## src/rtl/enemy_track_filter.sv

```systemverilog
// Per-enemy position/velocity tracker. Dead-reckons cloaked enemies from their
// last velocity; every output is registered and advances only on frame_valid.
module enemy_track_filter #(
  parameter int N_ENEMY   = 3,
  parameter int VEL_MAX   = 8,
  parameter int ARENA_LIM = 64,
  parameter int MAX_COAST = 6
) (
  input  logic                   clk,
  input  logic                   reset,
  input  logic                   frame_valid,
  input  logic [N_ENEMY*8-1:0]   enemy_x_p,
  input  logic [N_ENEMY*8-1:0]   enemy_y_p,
  input  logic [N_ENEMY-1:0]     enemy_cloaked,
  input  logic [N_ENEMY-1:0]     enemy_destroyed,
  output logic [N_ENEMY*8-1:0]   trk_x,
  output logic [N_ENEMY*8-1:0]   trk_y,
  output logic [N_ENEMY*8-1:0]   trk_vx,
  output logic [N_ENEMY*8-1:0]   trk_vy,
  output logic [N_ENEMY-1:0]     trk_valid,
  output logic [N_ENEMY*3-1:0]   trk_state,
  output logic [N_ENEMY*4-1:0]   coast_age
);

  typedef enum logic [2:0] {
    S_INIT  = 3'd0,
    S_FIRST = 3'd1,
    S_TRACK = 3'd2,
    S_COAST = 3'd3,
    S_LOST  = 3'd4,
    S_DEAD  = 3'd5
  } state_t;

  localparam logic signed [8:0] V_HI    = 9'(VEL_MAX);
  localparam logic signed [8:0] V_LO    = 9'(-VEL_MAX);
  localparam logic signed [8:0] P_HI    = 9'(ARENA_LIM);
  localparam logic signed [8:0] P_LO    = 9'(-ARENA_LIM);
  localparam logic [3:0]        AGE_MAX = 4'(MAX_COAST);

  function automatic logic signed [8:0] ext(input logic signed [7:0] a);
    return {a[7], a};
  endfunction

  // All arithmetic is done 9-bit so a clamp always happens before any 8-bit wrap.
  function automatic logic signed [7:0] sat(input logic signed [8:0] v,
                                            input logic signed [8:0] hi,
                                            input logic signed [8:0] lo);
    logic signed [8:0] r;
    if (v > hi)      r = hi;
    else if (v < lo) r = lo;
    else             r = v;
    return r[7:0];
  endfunction

  for (genvar i = 0; i < N_ENEMY; i++) begin : g_enemy
    state_t            state, state_n;
    logic signed [7:0] x, y, vx, vy, x_n, y_n, vx_n, vy_n;
    logic signed [7:0] mx, my;
    logic signed [8:0] dx, dy, px, py;
    logic [3:0]        age, age_n;
    logic              valid, valid_n, cl;

    assign mx = enemy_x_p[i*8 +: 8];
    assign my = enemy_y_p[i*8 +: 8];
    assign cl = enemy_cloaked[i];

    always_comb begin
      state_n = state;
      x_n     = x;
      y_n     = y;
      vx_n    = vx;
      vy_n    = vy;
      age_n   = age;
      dx      = ext(mx) - ext(x);
      dy      = ext(my) - ext(y);
      px      = ext(x) + ext(vx);
      py      = ext(y) + ext(vy);
      if (enemy_destroyed[i]) begin
        state_n = S_DEAD;
        vx_n    = '0;
        vy_n    = '0;
        age_n   = '0;
      end else begin
        case (state)
          S_INIT, S_LOST: begin
            if (!cl) begin
              state_n = S_FIRST;
              x_n     = mx;
              y_n     = my;
              vx_n    = '0;
              vy_n    = '0;
            end
          end
          S_FIRST, S_TRACK: begin
            if (!cl) begin
              state_n = S_TRACK;
              vx_n    = sat(dx, V_HI, V_LO);
              vy_n    = sat(dy, V_HI, V_LO);
              x_n     = mx;
              y_n     = my;
            end else begin
              state_n = S_COAST;
              age_n   = 4'd1;
              x_n     = sat(px, P_HI, P_LO);
              y_n     = sat(py, P_HI, P_LO);
            end
          end
          S_COAST: begin
            // Reacquiring keeps the coasted velocity; FIRST re-measures it next frame.
            if (!cl) begin
              state_n = S_FIRST;
              x_n     = mx;
              y_n     = my;
              age_n   = '0;
            end else if (age < AGE_MAX) begin
              age_n   = age + 4'd1;
              x_n     = sat(px, P_HI, P_LO);
              y_n     = sat(py, P_HI, P_LO);
            end else begin
              state_n = S_LOST;
              vx_n    = '0;
              vy_n    = '0;
              age_n   = '0;
            end
          end
          default: begin
          end
        endcase
      end
      valid_n = (state_n == S_FIRST) || (state_n == S_TRACK) || (state_n == S_COAST);
    end

    always_ff @(posedge clk) begin
      if (reset) begin
        state <= S_INIT;
        x     <= '0;
        y     <= '0;
        vx    <= '0;
        vy    <= '0;
        age   <= '0;
        valid <= 1'b0;
      end else if (frame_valid) begin
        state <= state_n;
        x     <= x_n;
        y     <= y_n;
        vx    <= vx_n;
        vy    <= vy_n;
        age   <= age_n;
        valid <= valid_n;
      end
    end

    assign trk_x[i*8 +: 8]     = x;
    assign trk_y[i*8 +: 8]     = y;
    assign trk_vx[i*8 +: 8]    = vx;
    assign trk_vy[i*8 +: 8]    = vy;
    assign trk_valid[i]        = valid;
    assign trk_state[i*3 +: 3] = state;
    assign coast_age[i*4 +: 4] = age;
  end

endmodule

```

## config.mk

```make
export PLATFORM = sky130hd
export DESIGN_NAME = enemy_track_filter
export DESIGN_NICKNAME = d
export VERILOG_FILES = /design/src/rtl/enemy_track_filter.sv
export SDC_FILE = /design/constraint.sdc
export NUM_CORES = 1
export LEC_CHECK = 0
export CAP_MARGIN = 20
export CORE_MARGIN = 2
export CORE_UTILIZATION = 30
export DETAILED_ROUTE_END_ITERATION = 6
export PLACE_DENSITY = 0.48
export SYNTH_ARGS = -nofsm -noshare
export SYNTH_HDL_FRONTEND = slang
export SYNTH_SLANG_ARGS = --single-unit
```

## constraint.sdc

```tcl
create_clock -name clk -period 3.9 [get_ports clk]
set_input_delay 0.39 -clock clk [delete_from_list [all_inputs] [get_ports clk]]
set_output_delay 0.39 -clock clk [all_outputs]
set_load 0.1 [all_outputs]
```

==> run_results.csv <==
group,metric,value,unit
sta,fin_crit,3120,ps
drt,viasPerCell,5.22,
flow_run,maxCapViolCount,0,
critical_path,cp_num_buf_inv,0,
sta,finalHoldViolCount,0,
worst_hold_path,hold_path_class,"reg2reg",
die,start_util,0.303,
die,die_area,34100,sq um
sta,setup_viol,0,
cells_and_area,antennaDiodeCount,0,
power_and_ir_drop,p_leak,4.99,nW
critical_path,r2r_start,"g_enemy[2].x[0]",
yosys,yosys_warnings,0,
drt,wl,31500,um
critical_path,cp.depth,10,
yosys,syn_area,9800,sq um
clocking,clock_latency,430,ps
yosys,ys_seq_area_frac,0.245,
cells_and_area,nNetsFinal,1579,
global_routing,antenna_found_initial,0,
critical_path,rrSetupSlack,780,ps
drt,vias,9747,
power_and_ir_drop,power.density,351,nW/um^2
yosys,synthSimpleGateAreaFrac,0.194,
critical_path,rr_worst_depth,10,
die,core,32400,sq um
critical_path,cp_cell_sequence,"ha_1, fa_1, a211oi_2, nor2_1, a311o_1, xor2_1, or4b_4, o31ai_4, a221oi_2, a211oi_2",
drt,drt_iter0_markers,488,
power_and_ir_drop,irDropWorstVdd,0.292,mV
global_routing,track_usage,0.183,
sta,fin_skew,11.9,ps
placement,io_buffers,176,
power_and_ir_drop,total_power,0.00444,W
critical_path,cpPeakStageDelay,530,ps
worst_hold_path,min_path_cells,2,
drt,drt_pass1_iterations,7,
drt,wl_met2,14300,um
sta,fmax,0.320,GHz
worst_hold_path,hold_start,"g_enemy[0].valid",
critical_path,critPathKind,"reg2reg",
critical_path,reg2reg_to,"g_enemy[2].x[2]",
yosys,netlist-cell-type-count,77,
yosys,synth_compound_area_frac,0.302,
status,status,"complete, no violations",
clocking,clkTransAtPathRegs,60,ps
critical_path,cp_data_required_time,4240,ps
cells_and_area,utilization,0.392,
cells_and_area,n_fill_cell,3391,
sta,drv_slew,0,
clocking,cts_hold_buf,0,
sta,max_slew_margin,0.280,
sta,fin_crit_sh,0.801,
yosys,syn_nets,1419,
global_routing,grt_pass1_vias,9266,
drt,post_drt_wl_per_cell,16.9,um
drt,drt-met1-wl,15500,um
global_routing,grt-ovfl-total,0,
clocking,numCtsBuffers,17,
yosys,yosys.area_share.adder,0.153,
die,ioPinCount,177,
critical_path,crit_top_cell,"a211oi_2",
cells_and_area,drive_gt1_frac,0.0471,
critical_path,arrival,3460,ps
critical_path,start_kind,"register",
sta,rsz0062_at_grt,"no",
yosys,ys_ff_latch,120,
placement,dp_hpwl,24100,um
clocking,clock_sinks,120,
drt,ant_nets,0,
die,die-width,185,um
drt,wl_met3,1170,um
clocking,htreeDepth,4,
global_routing,grt_max_degree,57,
clocking,ctsResizeCount,0,
yosys,synth-edff-count,0,
sta,tns,0,ps
drt,highest_layer,"met4",
worst_hold_path,holdPathEnd,"g_enemy[0].valid",
yosys,syn_inst,1251,
placement,gp_congestion,0.852,
yosys,syn_area_per_cell,7.84,sq um
sta,worst_pin_slew,1080,ps
yosys,async_flop_share,0,
yosys,synth_ff_type,"dfxtp_1",
yosys,synth_top_family_by_area,"compound AO/OA/AOI/OAI gates",
cells_and_area,syn_to_final_growth,29.3,%
clocking,root_buffer,"clkbuf_16",
global_routing,grt_pass1_wl,49600,um
yosys,synth-xor-area-share,0.0491,
die,fp.dieH,185,um
die,fp-row-count,66,
critical_path,critPathCaptureType,"register",
drt,route.detailed.drc,0,
critical_path,path_max_fanout,5,
clocking,cts_setup_buffers,0,
critical_path,cp_top_family,"compound AO/OA/AOI/OAI gates",
clocking,cts_tree,"yes",
critical_path,cp_slowest_cell,"or4b_4",
clocking,cts_buffer_depth,2,
yosys,synthMuxAreaShare,0.00727,
cell type report:
type                       instances  area, sq um  area share
clock buffer                      20          457      0.0360
clock inverter                    12          198      0.0156
sequential                       120         2400       0.189
multi-input combinational       1007         6930       0.546
timing repair buffer             189         1860       0.146
inverter                          76          285      0.0225
tap                              442          553      0.0436
power by group:
group          total (W)  internal (W)  switching (W)  leakage [nW]
clock            0.00180       0.00117       0.000634         0.316
sequential       0.00134       0.00127      0.0000656         0.975
combinational    0.00131      0.000446       0.000862          3.70
total            0.00444       0.00288        0.00156          4.99
synthesized netlist by cell type, types with 9 or more instances:
cell type / n / area [sq um]
ha_1: 99 / 1240
a31oi_1: 26 / 163
a21o_1: 32 / 240
nor4_1: 9 / 56.3
o211ai_1: 12 / 90.1
nand2_1: 103 / 387
xor2_1: 26 / 228
nor2b_1: 27 / 169
nand3_1: 25 / 125
nor3_1: 26 / 130
o21a_1: 18 / 135
dfxtp_1: 120 / 2400
xnor2_1: 29 / 254
nand2b_1: 23 / 144
o31ai_1: 11 / 82.6
o21ai_1: 27 / 135
o22ai_1: 12 / 75.1
a22o_1: 10 / 87.6
a211oi_1: 30 / 225
or4_1: 9 / 67.6
nor2_1: 117 / 439
fa_1: 12 / 240
a21oi_1: 107 / 536
a221oi_1: 10 / 87.6
inv_1: 74 / 278
o21bai_1: 10 / 75.1
o21ai_0: 57 / 285
clkbuf_1: 37 / 139
per-layer routing:
layer | vias to the layer above | global-route usage
li1 | 4943 | -
met1 | 4578 | 0.250
met2 | 198 | 0.296
met3 | 28 | 0.0285
met4 | 0 | 0.0530
met5 | - | 0
kinds of logic after synthesis:
logic type      after synthesis
compound gates              439
xor+xnor                     55
buf+inv                     124
simple gates                393
flops                       120
fa+ha+maj                   113
mux                           7
state kept, by name (all words and copies together) (netlist names):
signal	count
g_enemy.valid	3
g_enemy.age	12
g_enemy.x	24
g_enemy.y	24
g_enemy.vy	24
g_enemy.vx	24
g_enemy.state	9
stage by stage:
stage          cell area, sq um  worst slack [ps]  cells  hold slack [ps]
6_report                  12700               778   1866              468
5_1_grt                   12700               585   1866              493
4_1_cts                   12700               765   1866              470
3_5_place_dp              12000               480   1834              458
3_3_place_gp              12000               590   1834              455
2_1_floorplan              9800               514   1251              446
worst min-delay path, cell delays in order, from the launching register on:
cell	delay (ps)
dfxtp_1	310
nand2_1	60
a21oi_1	50
cells in the final DEF, fill, tap and decap left out, types with 14 or more instances in the layout:
| cell | count |
|---|---|
| nand2b_1 | 23 |
| a21oi_1 | 107 |
| a31oi_1 | 26 |
| xor2_1 | 26 |
| nand2_1 | 103 |
| nor3_1 | 26 |
| o21ai_0 | 57 |
| nor2b_1 | 27 |
| buf_4 | 14 |
| clkbuf_16 | 17 |
| a21o_1 | 32 |
| inv_1 | 74 |
| ha_1 | 99 |
| dfxtp_1 | 120 |
| clkdlybuf4s50_1 | 175 |
| nor2_1 | 117 |
| xnor2_1 | 29 |
| o21a_1 | 18 |
| a211oi_1 | 30 |
| nand3_1 | 25 |
| o21ai_1 | 27 |
worst max-delay path by stage:
stage | startpoint | slack, ps | end
global placement | enemy_x_p[8] | 590 | g_enemy[1].vx[0]
CTS | g_enemy[2].x[0] | 770 | g_enemy[2].x[2]
global route | g_enemy[2].x[0] | 580 | g_enemy[2].x[0]
floorplan | g_enemy[0].y[0] | 510 | g_enemy[0].vy[2]
finish | g_enemy[2].x[0] | 780 | g_enemy[2].x[2]
detailed placement | enemy_x_p[8] | 480 | g_enemy[1].vx[0]
No activity file was read; power rests on OpenSTA's default activity.
